===== src/rtl/irrigacao_pkg.sv =====
// Shared types, 7-segment glyphs and helpers for the multi-zone irrigation controller.
package irrigacao_pkg;

    typedef enum logic [1:0] {
        OCIOSO,
        REGA,
        PAUSA
    } estado_t;

    // Segment order is seg[6:0] = {a, b, c, d, e, f, g}, active-high.
    localparam logic [6:0] SEG_0     = 7'h7E;
    localparam logic [6:0] SEG_1     = 7'h30;
    localparam logic [6:0] SEG_2     = 7'h6D;
    localparam logic [6:0] SEG_3     = 7'h79;
    localparam logic [6:0] SEG_4     = 7'h33;
    localparam logic [6:0] SEG_5     = 7'h5B;
    localparam logic [6:0] SEG_6     = 7'h5F;
    localparam logic [6:0] SEG_7     = 7'h70;
    localparam logic [6:0] SEG_E     = 7'h4F;
    localparam logic [6:0] SEG_TRACO = 7'h01;

    function automatic logic [2:0] codigo_nivel(input logic a, input logic m, input logic b);
        if (a)      return 3'd3;
        else if (m) return 3'd2;
        else if (b) return 3'd1;
        else        return 3'd0;
    endfunction

    function automatic logic [6:0] seg_digito(input logic [2:0] d);
        unique case (d)
            3'd0:    return SEG_0;
            3'd1:    return SEG_1;
            3'd2:    return SEG_2;
            3'd3:    return SEG_3;
            3'd4:    return SEG_4;
            3'd5:    return SEG_5;
            3'd6:    return SEG_6;
            default: return SEG_7;
        endcase
    endfunction

endpackage


===== src/rtl/filtro_nivel.sv =====
// One-bit debouncer: the filtered value follows the raw input only after it has
// differed for T_DEB consecutive clock edges.
module filtro_nivel #(
    parameter int T_DEB = 4
) (
    input  logic clk,
    input  logic rst,
    input  logic bruto,
    output logic filtrado
);

    localparam int CW = $clog2(T_DEB);
    localparam logic [CW-1:0] LIM = CW'(T_DEB - 1);

    logic [CW-1:0] cnt;

    // NOTE: sequential state uses non-blocking assignments so every flop samples pre-edge values.
    always_ff @(posedge clk) begin
        if (rst) begin
            filtrado <= 1'b0;
            cnt      <= '0;
        end else if (bruto == filtrado) begin
            cnt <= '0;
        end else if (cnt == LIM) begin
            filtrado <= bruto;
            cnt      <= '0;
        end else begin
            cnt <= cnt + 1'b1;
        end
    end

endmodule


===== src/rtl/irrigacao_multizona.sv =====
// Multi-zone irrigation controller: level filtering, alarm, refill valve,
// round-robin zone scheduler and shared 7-segment display.
module irrigacao_multizona
    import irrigacao_pkg::*;
#(
    parameter int N_ZONAS = 4,
    parameter int T_DEB   = 4,
    parameter int T_REGA  = 8
) (
    input  logic               clk,
    input  logic               rst,
    input  logic               nivel_a,
    input  logic               nivel_m,
    input  logic               nivel_b,
    input  logic [N_ZONAS-1:0] umid_solo,
    input  logic               umid_ar,
    input  logic               temp,
    input  logic               sel_disp,
    output logic               alarme,
    output logic               valvula,
    output logic [N_ZONAS-1:0] gotejamento,
    output logic [N_ZONAS-1:0] aspersao,
    output logic [6:0]         seg,
    output logic [2:0]         zona_ativa
);

    localparam int CW = $clog2(T_REGA);
    localparam logic [CW-1:0]      CNT_LIM = CW'(T_REGA - 1);
    localparam logic [2:0]         ZONA_MAX = 3'(N_ZONAS - 1);
    localparam logic [N_ZONAS-1:0] UM = 1;

    logic f_a, f_m, f_b;
    logic alarme_c;

    estado_t       estado, estado_prox;
    logic [2:0]    zona, zona_prox, ptr, ptr_prox, candidata;
    logic [CW-1:0] cnt, cnt_prox;
    logic          modo_gotejo, modo_prox;
    logic          achou, pedido_zona;
    logic [N_ZONAS-1:0] sel_oh;

    filtro_nivel #(.T_DEB(T_DEB)) u_filtro_a (.clk(clk), .rst(rst), .bruto(nivel_a), .filtrado(f_a));
    filtro_nivel #(.T_DEB(T_DEB)) u_filtro_m (.clk(clk), .rst(rst), .bruto(nivel_m), .filtrado(f_m));
    filtro_nivel #(.T_DEB(T_DEB)) u_filtro_b (.clk(clk), .rst(rst), .bruto(nivel_b), .filtrado(f_b));

    assign alarme_c    = (f_a & ~f_m) | (f_a & ~f_b) | (f_m & ~f_b) | ~f_b;
    assign sel_oh      = UM << zona;
    assign pedido_zona = |(umid_solo & sel_oh);

    // First requesting zone at or after ptr, wrapping around.
    always_comb begin
        achou     = 1'b0;
        candidata = '0;
        for (int i = 0; i < N_ZONAS; i++) begin
            if (!achou && |(umid_solo & (UM << ((int'(ptr) + i) % N_ZONAS)))) begin
                achou     = 1'b1;
                candidata = 3'((int'(ptr) + i) % N_ZONAS);
            end
        end
    end

    // NOTE: every combinationally written signal gets a default first, so no latch is inferred.
    always_comb begin
        estado_prox = estado;
        zona_prox   = zona;
        modo_prox   = modo_gotejo;
        cnt_prox    = cnt;
        ptr_prox    = ptr;
        unique case (estado)
            OCIOSO: begin
                if (!alarme && achou) begin
                    zona_prox   = candidata;
                    modo_prox   = temp | ~umid_ar | ~f_m;
                    cnt_prox    = '0;
                    estado_prox = REGA;
                end
            end
            REGA: begin
                cnt_prox = cnt + 1'b1;
                if (alarme)
                    estado_prox = OCIOSO;
                else if (!pedido_zona || cnt == CNT_LIM)
                    estado_prox = PAUSA;
            end
            PAUSA: begin
                ptr_prox    = (zona == ZONA_MAX) ? 3'd0 : zona + 3'd1;
                estado_prox = OCIOSO;
            end
            default: estado_prox = OCIOSO;
        endcase
    end

    always_ff @(posedge clk) begin
        if (rst) begin
            estado      <= OCIOSO;
            zona        <= '0;
            ptr         <= '0;
            cnt         <= '0;
            modo_gotejo <= 1'b0;
            alarme      <= 1'b0;
            valvula     <= 1'b0;
            seg         <= '0;
        end else begin
            estado      <= estado_prox;
            zona        <= zona_prox;
            ptr         <= ptr_prox;
            cnt         <= cnt_prox;
            modo_gotejo <= modo_prox;
            alarme      <= alarme_c;
            // Closing wins over opening; otherwise the valve holds (hysteresis between M and A).
            if (f_a || alarme_c)
                valvula <= 1'b0;
            else if (!f_m)
                valvula <= 1'b1;
            if (sel_disp)
                seg <= (estado == REGA) ? seg_digito(zona) : SEG_TRACO;
            else
                seg <= alarme_c ? SEG_E : seg_digito(codigo_nivel(f_a, f_m, f_b));
        end
    end

    assign gotejamento = (estado == REGA &&  modo_gotejo) ? sel_oh : '0;
    assign aspersao    = (estado == REGA && !modo_gotejo) ? sel_oh : '0;
    assign zona_ativa  = zona;

endmodule


===== config.mk =====
export PLATFORM = sky130hd
export DESIGN_NAME = irrigacao_multizona
export DESIGN_NICKNAME = d
export VERILOG_FILES = /design/src/rtl/irrigacao_pkg.sv /design/src/rtl/filtro_nivel.sv /design/src/rtl/irrigacao_multizona.sv
export SDC_FILE = /design/constraint.sdc
export NUM_CORES = 1
export LEC_CHECK = 0
export CAP_MARGIN = 40
export CORE_UTILIZATION = 48
export DETAILED_ROUTE_END_ITERATION = 12
export PLACE_DENSITY = 0.76
export SETUP_SLACK_MARGIN = 0.1
export SLEW_MARGIN = 30
export SYNTH_ARGS = -nofsm -noshare
export SYNTH_HDL_FRONTEND = slang
export SYNTH_SLANG_ARGS = --single-unit

===== constraint.sdc =====
create_clock -name clk -period 2.85 [get_ports clk]
set_clock_uncertainty 0.1 [all_clocks]
set_input_delay 0.57 -clock clk [delete_from_list [all_inputs] [get_ports clk]]
set_output_delay 0.57 -clock clk [all_outputs]
set_load 0.02 [all_outputs]

==> results.json, run 1 <==
{
  "fmax_ghz": 0.3828,
  "die_h_um": 57.88,
  "setup_viol": 0,
  "ir_drop_v": 0.0003559,
  "cts-hold-fix-buffers": 0,
  "drc": 3,
  "ys.flop_type": "dfxtp_1",
  "worst-setup-path-type": "flop to output port",
  "dp.cells": 222,
  "required_ns": 2.18,
  "core_area_sq_mm": 0.002853,
  "final_nets": 224,
  "hpwl_mm": 2.498,
  "cts_setup_buffers": 0,
  "io_pins": 32,
  "num-fill-cells": 258,
  "grt_use_total_pct": 20.73,
  "cp_cell_sequence": "nand2b_1, nor2_2, and2_1, clkdlybuf4s50_1",
  "vias": 1293,
  "fin_setup_tns_ns": 0,
  "diodes": 0,
  "worstMarginPinSlew_ns": 0.6708,
  "fin_cells": 226,
  "syn_inst": 167,
  "maxCapViolCount": 0,
  "ys_ff_latch": 27,
  "netlist_area_sq_mm": 0.001499,
  "ys_warn_count": 0,
  "critPathTopFamily": "simple AND/OR/NAND/NOR gates",
  "post_cts_resized": 0,
  "min_period_ns": 2.612,
  "synth_area_leaders": "dfxtp_1, ha_1, a21oi_1",
  "synthToLayoutAreaGrowth_pct": 22.96,
  "drv_slew": 0,
  "clk_pin_slew_ns": 0.15,
  "holdWs_ns": 0.3265,
  "power.leakage_nw": 0.7439,
  "rsz0062_at_grt": "yes",
  "hold_viol_final": 0,
  "crit_buf_inv": 1,
  "rows": 19,
  "cts_tree": "yes",
  "violations": "DRC",
  "relSlewSlack_pct": 54.12,
  "grt_pass1_wl_mm": 5.409,
  "cts.sinks": 27,
  "wl_per_cell_um": 14.15,
  "syn_nets": 195,
  "hold_path.class": "flop to flop",
  "final_layout_size_suffix_gt1_share_pct": 8.205,
  "root_buffer": "clkbuf_4",
  "grt_overflow": 0,
  "cp.arrival_ns": 1.94,
  "cts_buffers": 3,
  "worst_setup_path_start_kind": "flop",
  "powerDensity_mw_per_mm2": 421.0,
  "period_share_pct": 91.65,
  "crit_slowest_cell": "clkdlybuf4s50_1",
  "yosysSeqAreaShare_pct": 36.06,
  "dieWidth_um": 57.88,
  "yosysMostFrequentCell": "dfxtp_1",
  "drt_wl_total_mm": 3.197,
  "slowest_delay_ns": 0.61,
  "synth_common_cells": "dfxtp_1, nor2_1, ha_1, a21oi_1, inv_1",
  "drtPass1Iterations": 10,
  "outcome": "finished, violations left",
  "synthDistinctLibCells": 39,
  "critPathMaxFanout": 8,
  "cts_buffer_depth": 2,
  "synth_edf_count": 0,
  "synth_top_area_cell": "dfxtp_1",
  "portBuffers": 30,
  "drt_iter0_markers": 94,
  "grt_antenna_before_repair": 0,
  "async_reset_ff_share_pct": 0,
  "dieArea_sq_mm": 0.003350,
  "yosysTopAreaCellShare_pct": 36.06,
  "worstSetupEndpointType": "output port",
  "cts_max_level": 1,
  "routed_via_density": 5.721,
  "grt_max_degree": 16,
  "gp_congestion": 0.9373,
  "clk_latency_ns": 0.33,
  "ant_nets": 0,
  "grt_pass1_vias": 1153,
  "initial_core_util_pct": 52.54,
  "syn_area_per_cell_sq_um": 8.976
}
cell families after synthesis:
logic type	share of synthesized area, %
flops	36.06
mux	2.003
buf+inv	4.508
fa+ha+maj	13.36
other cells	0.2502
simple gates	22.45
xor+xnor	1.753
compound gates	19.62
state kept, by name, indices dropped and copies added, names as in the netlist, 2 cells and up:
name            flops
cnt                 3
estado              2
ptr                 2
seg                 6
u_filtro_a.cnt      2
u_filtro_b.cnt      2
u_filtro_m.cnt      2
zona_ativa          2
worst reg2reg max path: stages, from the launching register on:
cell,delay (ns)
dfxtp_1,0.43
inv_1,0.10
ha_1,0.26
a22o_1,0.28
or2_4,0.28
or4_4,0.56
a21oi_1,0.16
a311oi_1,0.06
final cells by class:
type | count | area, sq um | area share [%]
multi-input combinational | 125 | 893.4 | 48.47
sequential | 27 | 541.8 | 29.40
timing repair buffer | 32 | 315.3 | 17.11
tap | 31 | 38.79 | 2.105
inverter | 7 | 26.28 | 1.426
clock buffer | 3 | 22.52 | 1.222
clock inverter | 1 | 5.005 | 0.2716
power by group:
group	internal, mW	total [mW]	switching [mW]	leakage [nW]
registers	0.398	0.415	0.0173	0.222
clock network	0.0528	0.169	0.116	0.0177
logic	0.0881	0.192	0.104	0.504
total	0.539	0.776	0.237	0.744
per-stage QoR:
stage               instance area, sq um  setup WS (ns)  util (%)  power [mW]
floorplan                           1499         0.6897         -      0.5393
global placement                    1812         0.2679     63.51      0.6111
detailed placement                  1812         0.2280     63.51      0.6130
CTS                                 1839         0.1844     64.47      0.7786
global route                        1843        0.09167     64.61      0.8215
finish                              1843         0.2379     64.61      0.7759
final timing paths:
| check | from | endpoint | slack, ns | cells past startpoint |
|---|---|---|---|---|
| max | estado[1]$_SDFFE_PP0P_ | aspersao[3] | 0.24 | 4 |
| min | u_filtro_b.cnt[0]$_SDFF_PP0_ | u_filtro_b.cnt[0]$_SDFF_PP0_ | 0.33 | 1 |
| max reg2reg | ptr[0]$_SDFFE_PP0N_ | modo_gotejo$_SDFFE_PP0P_ | 0.51 | 7 |
| min reg2reg | u_filtro_b.cnt[0]$_SDFF_PP0_ | u_filtro_b.cnt[0]$_SDFF_PP0_ | 0.33 | 1 |
routing by layer:
metal | wire length, um | global-route usage [%]
met3 | 191 | 5.134
met5 | 0 | 0
met2 | 1412 | 32.35
met4 | 23 | 3.061
met1 | 1569 | 29.67
placed cells by master (no fill, tap or decap), types with 4 or more instances in the layout:
master,n
a21oi_1,15
a22oi_1,6
and2_1,5
and3_1,4
clkdlybuf4s50_1,30
dfxtp_1,26
ha_1,16
inv_1,7
nand2_1,6
nand2b_1,4
nor2_1,19
nor2b_1,4
o211ai_1,5
or3_1,4
No activity file was read; power rests on OpenSTA's default activity.
==> run 2, diff against run 1 <==
--- a/config.mk
+++ b/config.mk
@@ -5,7 +5,7 @@
 export SDC_FILE = /design/constraint.sdc
 export NUM_CORES = 1
 export LEC_CHECK = 0
-export CAP_MARGIN = 40
+export CAP_MARGIN = 20
 export CORE_UTILIZATION = 48
 export DETAILED_ROUTE_END_ITERATION = 12
 export PLACE_DENSITY = 0.76
==> results of run 2 <==
Same layout as run 1: the final DEF is identical, and so are final timing and power.
==> run 3, diff against run 2 <==
--- a/config.mk
+++ b/config.mk
@@ -6,9 +6,10 @@
 export NUM_CORES = 1
 export LEC_CHECK = 0
 export CAP_MARGIN = 20
-export CORE_UTILIZATION = 48
+export CORE_UTILIZATION = 45
+export CTS_CLUSTER_DIAMETER = 100
 export DETAILED_ROUTE_END_ITERATION = 12
-export PLACE_DENSITY = 0.76
+export PLACE_DENSITY = 0.81
 export SETUP_SLACK_MARGIN = 0.1
 export SLEW_MARGIN = 30
 export SYNTH_ARGS = -nofsm -noshare
==> constraint.sdc (replaced) <==
create_clock -name clk -period 2.3 [get_ports clk]
set_clock_uncertainty 0.1 [all_clocks]
set_input_delay 0.46 -clock clk [delete_from_list [all_inputs] [get_ports clk]]
set_output_delay 0.46 -clock clk [all_outputs]
set_load 0.02 [all_outputs]
==> results.json, run 3 (synthesis gave the netlist of run 1 again) <==
{
  "dieArea_sq_mm": 0.003566,
  "relSlewSlack_pct": 43.81,
  "cp.arrival_ns": 2.45,
  "cts.sinks": 27,
  "dp.cells": 246,
  "routed_via_density": 5.543,
  "required_ns": 2.42,
  "outcome": "finished, violations left",
  "drtPass1Iterations": 4,
  "io_pins": 32,
  "grt_use_total_pct": 22.61,
  "core_area_sq_mm": 0.003103,
  "drv_slew": 0,
  "met2_length_mm": 1.889,
  "p_int_mw": 0.6973,
  "portBuffers": 30,
  "r2r-start": "ptr[1]$_SDFFE_PP0N_",
  "cts_max_level": 1,
  "violations": "setup timing",
  "ir_drop_v": 0.0003770,
  "drt_wl_total_mm": 3.887,
  "grt_antenna_before_repair": 0,
  "hpwl_mm": 2.819,
  "dieWidth_um": 59.72,
  "powerDensity_mw_per_mm2": 492.1,
  "clkPwrFrac_pct": 21.4,
  "hold_viol_final": 0,
  "worstMarginPinSlew_ns": 0.8216,
  "hp-start": "u_filtro_m.cnt[0]$_SDFF_PP0_",
  "reg2reg_slack_ns": -0.03,
  "rsz0062_at_grt": "yes",
  "clk_pin_slew_ns": 0.15,
  "root_buffer": "clkbuf_4",
  "grt_pass1_wl_mm": 6.085,
  "power.leakage_nw": 0.8536,
  "critPathMaxFanout": 4,
  "vias": 1419,
  "cts_buffer_depth": 2,
  "clk_latency_ns": 0.34,
  "swShare_pct": 31.57,
  "min_period_ns": 2.331,
  "drc": 0,
  "topRoutingLayerUsed": "met4",
  "worst_setup_path_start_kind": "flop",
  "ant_nets": 0,
  "gp_congestion": 0.8942,
  "setup_viol": 1,
  "seqPwrFrac_pct": 50.5,
  "worstSetupEndpointType": "flop",
  "worst-setup-path-type": "flop to flop",
  "wl_per_cell_um": 15.18,
  "pwr-share-comb_pct": 28.1,
  "drt-met1-wl_mm": 1.679,
  "fin_ws_ns": -0.03082,
  "power.total_mw": 1.019,
  "grt_overflow": 0,
  "final_common_cell": "dfxtp_1",
  "r2r-end": "modo_gotejo$_SDFFE_PP0P_",
  "regMostFlops": "seg",
  "reg.largest.list": "seg x6, cnt x3",
  "largest_reg_flops": 6,
  "final_nets": 241,
  "grt_max_degree": 17,
  "initial_core_util_pct": 48.31,
  "die_h_um": 59.72,
  "layout_common_cells": "dfxtp_1, clkdlybuf4s50_1, nor2_1",
  "worst_r2r_path_depth": 7,
  "cts_tree": "yes",
  "p_sw_mw": 0.3217,
  "diodes": 0,
  "rows": 20,
  "holdWs_ns": 0.3297,
  "dr_wl_met3_um": 269,
  "period_share_pct": 101.3,
  "worstHoldPathCells": 1,
  "drt_iter0_markers": 63,
  "cts_buffers": 3,
  "synthToLayoutAreaGrowth_pct": 38.15,
  "fmax_ghz": 0.4290,
  "fin_cells": 256,
  "post-route-util_pct": 66.73,
  "maxCapViolCount": 0,
  "final_layout_size_suffix_gt1_share_pct": 24.53,
  "hold_path_end": "u_filtro_m.cnt[0]$_SDFF_PP0_",
  "place_ws_ns": -0.2167,
  "hold_path.class": "flop to flop",
  "grt_pass1_vias": 1356,
  "num-fill-cells": 266
}
==> run 3: cell type report <==
| class | instances | area (sq um) | share of cell area [%] |
|---|---|---|---|
| well taps | 44 | 55.05 | 2.659 |
| clock inverters | 1 | 7.507 | 0.3625 |
| multi-input cells | 125 | 975.9 | 47.13 |
| flip-flops and latches | 27 | 548.0 | 26.47 |
| inverters | 7 | 30.03 | 1.450 |
| repair buffers | 49 | 431.7 | 20.85 |
| clock buffers | 3 | 22.52 | 1.088 |
==> run 3: per-layer routing <==
layer  up-vias  GRT usage (%)
li1        681              -
met1       668          28.78
met2        62          38.89
met3         8          5.628
met4         0          3.987
met5         -              0
==> run 3: per-stage QoR <==
| step | TNS, ns | area [sq um] |
|---|---|---|
| global placement | -0.5356 | 1911 |
| finish | -0.03082 | 2071 |
| detailed placement | -1.041 | 1911 |
| CTS | 0 | 1951 |
| global route | -0.1967 | 2071 |
| floorplan | 0 | 1499 |
==> run 3: power by group through the flow <==
stage	logic [mW]	registers [mW]	clock network, mW
after floorplan	0.135	0.533	0
after global placement	0.249	0.521	0
after detailed placement	0.261	0.523	0
after CTS	0.263	0.515	0.221
after global routing	0.308	0.519	0.244
final	0.286	0.515	0.218
==> run 3: what timing repair did <==
| item | in CTS | in global routing |
|---|---|---|
| resized for setup | 17 | 24 |
| hold buffers | 0 | 0 |
| cloned | 0 | 0 |
| endpoints found under the setup margin | 12 | 13 |
| buffers inserted | 0 | 6 |
| pin swaps | 0 | 5 |
==> run 3: critical path, cell delays in order, from the launching register on <==
cell and delay, ns:
dfxtp_4 0.41, clkinvlp_4 0.16, ha_4 0.22, a22o_4 0.26, or2_4 0.23, or4_4 0.58
a21oi_2 0.18, a311oi_2 0.07
==> run 3: how the worst max path moves through the flow <==
| stage | start | end | slack (ns) | cells past startpoint |
|---|---|---|---|---|
| after floorplan | ptr[0]$_SDFFE_PP0N_ | modo_gotejo$_SDFFE_PP0P_ | 0.14 | 7 |
| after global placement | umid_solo[1] | modo_gotejo$_SDFFE_PP0P_ | -0.14 | 6 |
| after detailed placement | umid_solo[3] | zona_ativa[1]$_SDFFE_PP0P_ | -0.22 | 8 |
| after CTS | ptr[0]$_SDFFE_PP0N_ | zona_ativa[0]$_SDFFE_PP0P_ | 0.09 | 7 |
| after global routing | ptr[1]$_SDFFE_PP0N_ | modo_gotejo$_SDFFE_PP0P_ | -0.08 | 8 |
| final | ptr[1]$_SDFFE_PP0N_ | modo_gotejo$_SDFFE_PP0P_ | -0.03 | 7 |
